===== src/rtl/env_reader.sv =====
// env_reader: raster-order reader for the environment grid.
// On start it walks (0,0)..(X_MAX,Y_MAX) through the environment lookup
// port. Each cell goes out as one record on a valid/ready stream. The
// block keeps running sugar and signal statistics over the accepted
// records.
// Ports:
//   Clk, Reset_n            - clock, asynchronous active-low reset
//   start, abort            - begin a sweep / cancel a sweep in progress
//   lookup_X/Y              - environment read address (meaningful while busy)
//   lookup_sugar/signal     - lookup data, READ_LAT clocks after the address
//   out_valid/ready         - record handshake
//   out_x/y/sugar/signal    - record payload
//   out_last                - record is cell (X_MAX,Y_MAX)
//   busy, done              - sweep in progress / one-cycle completion pulse
//   sugar_count, signal_max - statistics over records handed off this sweep
module env_reader #(
    parameter int X_bits      = 8,
    parameter int Y_bits      = 7,
    parameter int SIGNAL_bits = 4,
    parameter int X_MAX       = 159,
    parameter int Y_MAX       = 119,
    parameter int READ_LAT    = 1     // 1..3
) (
    input  logic                   Clk,
    input  logic                   Reset_n,
    input  logic                   start,
    input  logic                   abort,
    output logic [X_bits-1:0]      lookup_X,
    output logic [Y_bits-1:0]      lookup_Y,
    input  logic                   lookup_sugar,
    input  logic [SIGNAL_bits-1:0] lookup_signal,
    output logic                   out_valid,
    input  logic                   out_ready,
    output logic [X_bits-1:0]      out_x,
    output logic [Y_bits-1:0]      out_y,
    output logic                   out_sugar,
    output logic [SIGNAL_bits-1:0] out_signal,
    output logic                   out_last,
    output logic                   busy,
    output logic                   done,
    output logic [15:0]            sugar_count,
    output logic [SIGNAL_bits-1:0] signal_max
);

    localparam int WAIT_W = 2;

    typedef enum logic [1:0] {IDLE, READ, PRESENT, DONE} state_e;

    state_e                 state_q, state_d;
    logic [X_bits-1:0]      x_q, x_d;
    logic [Y_bits-1:0]      y_q, y_d;
    logic [WAIT_W-1:0]      wait_q, wait_d;
    logic [X_bits-1:0]      out_x_q, out_x_d;
    logic [Y_bits-1:0]      out_y_q, out_y_d;
    logic                   out_sugar_q, out_sugar_d;
    logic [SIGNAL_bits-1:0] out_signal_q, out_signal_d;
    logic                   out_last_q, out_last_d;
    logic [15:0]            sugar_count_q, sugar_count_d;
    logic [SIGNAL_bits-1:0] signal_max_q, signal_max_d;

    logic capture, handshake, x_end, y_end;

    // The wait counter starts at 0 for the first cell and at 1 after an
    // advance. The first cell therefore spends one extra clock in READ, so
    // its address has been stable for READ_LAT clocks before capture.
    assign capture   = (state_q == READ) && (wait_q == WAIT_W'(READ_LAT));
    assign handshake = (state_q == PRESENT) && out_ready;
    assign x_end     = (x_q == X_bits'(X_MAX));
    assign y_end     = (y_q == Y_bits'(Y_MAX));

    // State register
    always_ff @(posedge Clk or negedge Reset_n) begin
        if (!Reset_n) state_q <= IDLE;
        else          state_q <= state_d;
    end

    // Next state; abort outranks everything outside IDLE
    always_comb begin
        state_d = state_q;
        case (state_q)
            IDLE:    if (start) state_d = READ;
            READ:    if (abort) state_d = IDLE;
                     else if (capture) state_d = PRESENT;
            PRESENT: if (abort) state_d = IDLE;
                     else if (handshake) state_d = out_last_q ? DONE : READ;
            DONE:    state_d = IDLE;
            default: state_d = IDLE;
        endcase
    end

    // Outputs decoded from state
    always_comb begin
        busy      = (state_q == READ) || (state_q == PRESENT);
        done      = (state_q == DONE);
        out_valid = (state_q == PRESENT);
    end

    // Datapath next values
    always_comb begin
        x_d           = x_q;
        y_d           = y_q;
        wait_d        = wait_q;
        out_x_d       = out_x_q;
        out_y_d       = out_y_q;
        out_sugar_d   = out_sugar_q;
        out_signal_d  = out_signal_q;
        out_last_d    = out_last_q;
        sugar_count_d = sugar_count_q;
        signal_max_d  = signal_max_q;
        case (state_q)
            IDLE: if (start) begin
                x_d           = '0;
                y_d           = '0;
                wait_d        = '0;
                sugar_count_d = '0;
                signal_max_d  = '0;
            end
            READ: if (!abort) begin
                if (capture) begin
                    out_x_d      = x_q;
                    out_y_d      = y_q;
                    out_sugar_d  = lookup_sugar;
                    out_signal_d = lookup_signal;
                    out_last_d   = x_end && y_end;
                end else begin
                    wait_d = wait_q + WAIT_W'(1);
                end
            end
            PRESENT: if (!abort && handshake) begin
                if (sugar_count_q != 16'hFFFF)
                    sugar_count_d = sugar_count_q + 16'(out_sugar_q);
                if (out_signal_q > signal_max_q)
                    signal_max_d = out_signal_q;
                if (!out_last_q) begin
                    wait_d = WAIT_W'(1);
                    if (x_end) begin
                        x_d = '0;
                        y_d = y_q + Y_bits'(1);
                    end else begin
                        x_d = x_q + X_bits'(1);
                    end
                end
            end
            default: ;
        endcase
    end

    always_ff @(posedge Clk or negedge Reset_n) begin
        if (!Reset_n) begin
            x_q           <= '0;
            y_q           <= '0;
            wait_q        <= '0;
            out_x_q       <= '0;
            out_y_q       <= '0;
            out_sugar_q   <= 1'b0;
            out_signal_q  <= '0;
            out_last_q    <= 1'b0;
            sugar_count_q <= '0;
            signal_max_q  <= '0;
        end else begin
            x_q           <= x_d;
            y_q           <= y_d;
            wait_q        <= wait_d;
            out_x_q       <= out_x_d;
            out_y_q       <= out_y_d;
            out_sugar_q   <= out_sugar_d;
            out_signal_q  <= out_signal_d;
            out_last_q    <= out_last_d;
            sugar_count_q <= sugar_count_d;
            signal_max_q  <= signal_max_d;
        end
    end

    assign lookup_X    = x_q;
    assign lookup_Y    = y_q;
    assign out_x       = out_x_q;
    assign out_y       = out_y_q;
    assign out_sugar   = out_sugar_q;
    assign out_signal  = out_signal_q;
    assign out_last    = out_last_q;
    assign sugar_count = sugar_count_q;
    assign signal_max  = signal_max_q;

endmodule


===== config.mk =====
export PLATFORM = sky130hd
export DESIGN_NAME = env_reader
export DESIGN_NICKNAME = d
export VERILOG_FILES = /design/src/rtl/env_reader.sv
export SDC_FILE = /design/constraint.sdc
export NUM_CORES = 1
export LEC_CHECK = 0
export BUFFER_PORTS_ARGS = -buffer_cell sky130_fd_sc_hd__buf_2
export CORE_AREA = 5 5 89 91
export DETAILED_ROUTE_END_ITERATION = 12
export DIE_AREA = 0 0 94 96
export GPL_TIMING_DRIVEN = 0
export PLACE_DENSITY = 0.73
export SLEW_MARGIN = 20
export SYNTH_ARGS = -nofsm -noshare
export SYNTH_HDL_FRONTEND = slang
export SYNTH_SLANG_ARGS = --single-unit

===== constraint.sdc =====
create_clock -name Clk -period 2.91 [get_ports Clk]
set_input_delay 0.1455 -clock Clk [delete_from_list [all_inputs] [get_ports Clk]]
set_output_delay 0.1455 -clock Clk [all_outputs]
set_load 0.03 [all_outputs]

==> metrics.cfg, run 1 <==
[status]
outcome=finished, final reports clean

[route]
wl_met1_um=3280
route.met3.wl_um=584
firstDrtPassIters=4
num_vias=2710
wl_met2_um=3702
vias_per_cell=5.611
drc_errors=0
wire_per_inst_um=15.84
highest_layer=met4
antenna_left=0
drt_iter0_drc=176
drt_wl_total_um=7651

[clocking]
cts_sinks=60
postCtsSetupBuffers=0
cts_max_path_buffers=2
htreeDepth=3
cts_buffers=9
cts_root_buffer=clkbuf_8
cts_tree=yes
clock_latency_ps=330
post_cts_resized=0
path_clk_slew_ps=70

[timing]
relSlewSlack_pct=41.97
slew_violations=0
setup_viol=0
skew_ps=7.780
rsz0062_at_grt=false
post-route-min-period_ps=2563
setup_tns_ps=0
max_freq_mhz=390.1
post-route-period-util_pct=88.09
hold_violations=0
tightest_slew_ps=859.2

[synth]
yosys_warnings=0
async_flop_share_pct=100.0
ys_seq_elements=60
ys_seq_area_share_pct=49.10
ys_types=43
synthFlopType=dfrtp_1
yosysTopAreaCellShare_pct=49.10
synth_top_cell_by_area=dfrtp_1
synth_edf_count=0
synth_nets=323
netlist_area_um2=3058
syn_inst=300
synth_area_leaders=dfrtp_1 49%, mux2_2 7.0%, ha_1 5.3%
synth_area_per_cell_um2=10.19

[worst_setup_path]
critPathMaxFanout=10
crit_required_ps=3130
endpoint_kind=flop
reg2reg_slack_ps=350
worstSetupPathType=flop to flop
worstSetupStartpointType=flop
r2r_cells=8
cp.arrival_ps=2790

[cells_and_area]
nets=403
fillCellCount=671
layout_commonest_cell=buf_2
syn2layout_area_growth_pct=21.73
final_util_pct=52.73
fin_cells=483
fin_area_um2=3722
layout_common_cells=67 x buf_2, 60 x dfrtp_1, 22 x nand2_1, 22 x o21ai_0, 19 x mux2_2
drive_above_1_share_pct=27.34
antennaDiodeCount=0

[global_route]
antenna_found_initial=0
grt_overflow_total=0
grt_use_total_pct=18.17
grt_max_degree=61
grt_pass1_vias=2695
grt_pass1_wl_um=12840

[die]
std_cell_rows=31
die_y_um=96
ios=69
coreArea_um2=7059
dieWidth_um=94
initial_utilization_pct=43.32
die_area_um2=9024

[job]
maxCapViolations=0

[placed_design]
dp_hpwl_um=5377
place_area_um2=3525
io_buffers=68
place_inst=467
gp_congestion=0.9051

[pwr]
powerDensity_nw_per_um2=722.7
p_leak_uw=0.001827
ir_worst_vdd_mv=0.3180

[hold_path]
hold_class=input port to flop
hold_depth=2

layout make-up:
type | count | area [um^2] | share of cell area, %
well taps | 99 | 123.9 | 3.328
repair buffers | 69 | 352.8 | 9.479
multi-input cells | 214 | 1459 | 39.19
clock inverters | 1 | 5.005 | 0.1345
flip-flops and latches | 60 | 1501 | 40.34
inverters | 18 | 67.56 | 1.815
plain buffers | 8 | 30.03 | 0.8067
clock buffers | 14 | 182.7 | 4.908
registers in the layout (all words and copies together), names as in the netlist:
signal / cells
sugar_count: 16
lookup_X: 8
out_x: 8
lookup_Y: 7
out_y: 7
out_signal: 4
signal_max: 4
state_q: 2
wait_q: 2
out_last: 1
out_sugar: 1
cells by family after synthesis:
group	share of synthesized area, %
adder cells (fa/ha/maj)	5.319
AO/OA/AOI/OAI	13.63
buffers and inverters	3.191
flip-flops	49.10
AND/OR/NAND/NOR	18.13
XOR/XNOR	2.005
multiplexers	8.634
routing by layer:
metal	global-route usage, %	vias up
met3	6.255	12
met2	30.22	106
met4	5.776	0
met5	0	-
met1	22.24	1334
li1	-	1258
timing repair:
action                                  CTS  global route
hold endpoints to repair                 60             0
endpoints found under the setup margin    0             0
hold buffers                              1             0
Yosys cell counts, types with 2 or more instances:
master and n:
o21ai_0 22, nor2_1 17, a21oi_1 16, o31ai_1 5
nand3_1 17, o41ai_1 5, xnor2_1 4, or4_1 7
and4_1 4, ha_1 13, or3_1 6, inv_1 18
nor3_1 6, and3_1 8, mux2i_1 5, o22ai_1 4
o311ai_0 2, nand4_1 5, nor2b_1 4, clkbuf_1 7
nand2_1 22, xor2_1 3, nor3b_1 2, a21o_1 2
mux2_2 19, dfrtp_1 60
path summary, 6_finish.rpt:
| path | end | from |
|---|---|---|
| min in group asynchronous | sugar_count[9] | Reset_n |
| max reg2reg | sugar_count[6] | state_q[0] |
| min | out_signal[3] | lookup_signal[3] |
| max in group asynchronous | lookup_Y[5] | Reset_n |
| min reg2reg | out_y[3] | out_y[3] |
| max | sugar_count[6] | state_q[0] |
worst max-delay path: stages (launching register included):
cell and delay, ps:
dfrtp_1 390, inv_1 110, ha_1 270, buf_1 440, a21oi_2 200, o21ai_1 360
clkbuf_1 410, o21ai_0 180, o41ai_1 90
report_power, final:
part,internal (uW),leakage [uW],switching [uW]
Sequential,936,0.000824,82.9
Combinational,321,0.000904,647
Clock,397,0.0000986,306
metrics by stage:
stage | total power (uW) | setup slack (ps) | hold slack [ps]
after floorplan | 1720 | 579.2 | -150.1
after global placement | 1975 | 414.0 | 379.5
after detailed placement | 2006 | 371.8 | 268.9
after CTS | 2718 | 372.1 | 27.01
after global routing | 2869 | 107.5 | 26.27
final | 2690 | 346.6 | 43.61
Note: power is estimated with default switching activity, not from simulation.
==> run 2, diff against run 1 <==
--- a/config.mk
+++ b/config.mk
@@ -7,6 +7,7 @@
 export LEC_CHECK = 0
 export BUFFER_PORTS_ARGS = -buffer_cell sky130_fd_sc_hd__buf_2
 export CORE_AREA = 5 5 89 91
+export CTS_BUF_LIST = sky130_fd_sc_hd__clkbuf_8
 export DETAILED_ROUTE_END_ITERATION = 12
 export DIE_AREA = 0 0 94 96
 export GPL_TIMING_DRIVEN = 0
==> run 2 against run 1 <==
Design area stayed put. Critical path depth stayed put. Wire length stayed put. First-iteration DRC count stayed put. Die area stayed put. Clock power hardly changed. Utilization stayed put. Hold slack hardly changed. Maximum frequency hardly changed. Final cell count stayed put. Total power is 0.12% lower. Critical path type unchanged. Largest cell class unchanged.
==> metrics.cfg, run 2 (synthesized netlist as in run 1, its figures left out) <==
[status]
outcome=finished, final reports clean

[route]
wire_per_inst_um=15.84  ; unchanged
drt_iter0_drc=176  ; unchanged
vias_per_cell=5.609  ; about the same
drt_wl_total_um=7651  ; unchanged
drc_errors=0  ; unchanged
firstDrtPassIters=4  ; unchanged
antenna_left=0  ; unchanged
num_vias=2709  ; -0.037%

[worst_setup_path]
crit_required_ps=3130  ; about the same
cp.arrival_ps=2790  ; about the same
cp_num_cells=8  ; unchanged
critPathMaxStageDelay_ps=440  ; about the same
worstSetupStartpointType=flop
cpLargestDelayFamily=buffers and inverters
endpoint_kind=flop
timing.rr.end=sugar_count[6]
critPathMaxFanout=10  ; unchanged
regToRegStartpoint=state_q[0]
crit_buf_inv=3  ; unchanged
reg2reg_slack_ps=350  ; about the same
worstPathCellList=inv_1, ha_1, buf_1, a21oi_2, o21ai_1, clkbuf_1, o21ai_0, o41ai_1
slowest_stage=buf_1
worstSetupPathType=flop to flop
r2r_cells=8  ; unchanged

[clocking]
cts_buffers=9  ; unchanged
cts_sinks=60  ; unchanged
clock_latency_ps=330  ; about the same
htreeDepth=3  ; unchanged
cts_tree=yes
path_clk_slew_ps=70  ; about the same
cts_root_buffer=clkbuf_8
cts_max_path_buffers=2  ; unchanged

[hold_path]
hold_depth=2  ; unchanged
hp-start=lookup_signal[3]
holdPathEnd=out_signal[3]
hold_class=input port to flop

[placed_design]
pre_cts_ws_ps=371.8  ; unchanged
io_buffers=68  ; unchanged
gp_congestion=0.9051  ; unchanged
dp_hpwl_um=5377  ; unchanged
place_area_um2=3525  ; unchanged

[pwr]
pwr-share-comb_pct=36.1  ; about the same
ir_worst_vdd_mv=0.3185  ; +0.17%
clkPwrFrac_pct=26.0  ; about the same
seqPwrFrac_pct=37.9  ; about the same
p_leak_uw=0.001831  ; +0.23%
switching_share_pct=38.58  ; +0.056 points
finalPower_uw=2687  ; -0.12%
switchingPower_uw=1037  ; about the same
powerDensity_nw_per_um2=721.8  ; -0.12%
intPower_uw=1650  ; -0.21%

[global_route]
grt_max_degree=61  ; unchanged
grt_pass1_vias=2695  ; unchanged
antenna_found_initial=0  ; unchanged
grt_pass1_wl_um=12840  ; unchanged
grt_use_total_pct=18.17  ; unchanged
grt_overflow_total=0  ; unchanged

[timing]
hold_violations=0  ; unchanged
fin_ws_ps=346.6  ; +0.003000 ps
rsz0062_at_grt=false
tightest_slew_ps=859.2  ; unchanged
setup_viol=0  ; unchanged
setup_tns_ps=0  ; unchanged
post-route-min-period_ps=2563  ; -0.003000 ps
relSlewSlack_pct=41.97  ; unchanged
skew_ps=7.781  ; +0.001580 ps
post-route-period-util_pct=88.09  ; about the same
slew_violations=0  ; unchanged
max_freq_mhz=390.1  ; about the same

[cells_and_area]
syn2layout_area_growth_pct=21.73  ; unchanged
fin_area_um2=3722  ; unchanged
final_util_pct=52.73  ; unchanged
layout_commonest_cell=buf_2
antennaDiodeCount=0  ; unchanged
nets=403  ; unchanged
fillCellCount=671  ; unchanged
seq_area_um2=1501  ; unchanged
largest_register_ffs=16  ; unchanged
multiInputGateArea_um2=1459  ; unchanged
drive_above_1_share_pct=27.34  ; unchanged
layout_common_cells=67 x buf_2, 60 x dfrtp_1, 22 x nand2_1, 22 x o21ai_0

[die]
dieWidth_um=94  ; unchanged
die_area_um2=9024  ; unchanged
die_y_um=96  ; unchanged
ios=69  ; unchanged
coreArea_um2=7059  ; unchanged
initial_utilization_pct=43.32  ; unchanged
std_cell_rows=31  ; unchanged

[job]
maxCapViolations=0  ; unchanged

-- run 2: cell count changes in the layout (fill, tap and decap cells not counted), sizes merged --
cell | previous run | this run
inv | 18 | 19
clkbuf | 21 | 20
-- run 2: worst max-delay path by stage --
stage / start / endpoint / slack [ps]
final: state_q[0] / sugar_count[6] / 350
after global routing: state_q[0] / sugar_count[7] / 110
after CTS: state_q[0] / sugar_count[6] / 370
after detailed placement: state_q[0] / sugar_count[6] / 370
after global placement: state_q[0] / sugar_count[6] / 410
after floorplan: state_q[0] / sugar_count[11] / 580
-- run 2: what timing repair did --
action / in CTS / in global routing
endpoints found under the hold margin: 60 / 0
gates resized for setup: 0 / 0
hold buffers: 1 / 0
buffers inserted: 0 / 0
-- run 2: final cells by class --
cell class	instances	area share, %
clock buffer	13	4.807
inverter	18	1.815
multi-input combinational	214	39.19
timing repair buffer	69	9.479
buffer	8	0.8067
clock inverter	2	0.2353
tap	99	3.328
sequential	60	40.34
-- run 2: metal layers --
metal | global-route usage (%) | share of wire [%] | vias to the layer above
li1 | - | - | 1258
met4 | 5.776 | 1.1 | 0
met3 | 6.255 | 7.6 | 12
met1 | 22.24 | 43 | 1333
met2 | 30.22 | 48 | 106
met5 | 0 | 0 | -
-- run 2: stage by stage --
step | hold WS, ps | instances
detailed placement | 268.9 | 467
global placement | 379.5 | 467
finish | 43.60 | 483
floorplan | -150.1 | 300
CTS | 27.01 | 483
global route | 26.27 | 483
-- run 2: power groups by stage --
stage	registers, uW	logic, uW	clock network [uW]
2_1_floorplan	1180	536	0
3_3_place_gp	1030	945	0
3_5_place_dp	1030	971	0
4_1_cts	1020	976	719
5_1_grt	1040	1070	761
6_report	1020	969	700
-- run 2: worst reg2reg max path, stage by stage (launching register included) --
cell      delay [ps]
dfrtp_1          390
inv_1            110
ha_1             270
buf_1            440
a21oi_2          200
o21ai_1          360
clkbuf_1         410
o21ai_0          180
o41ai_1           90
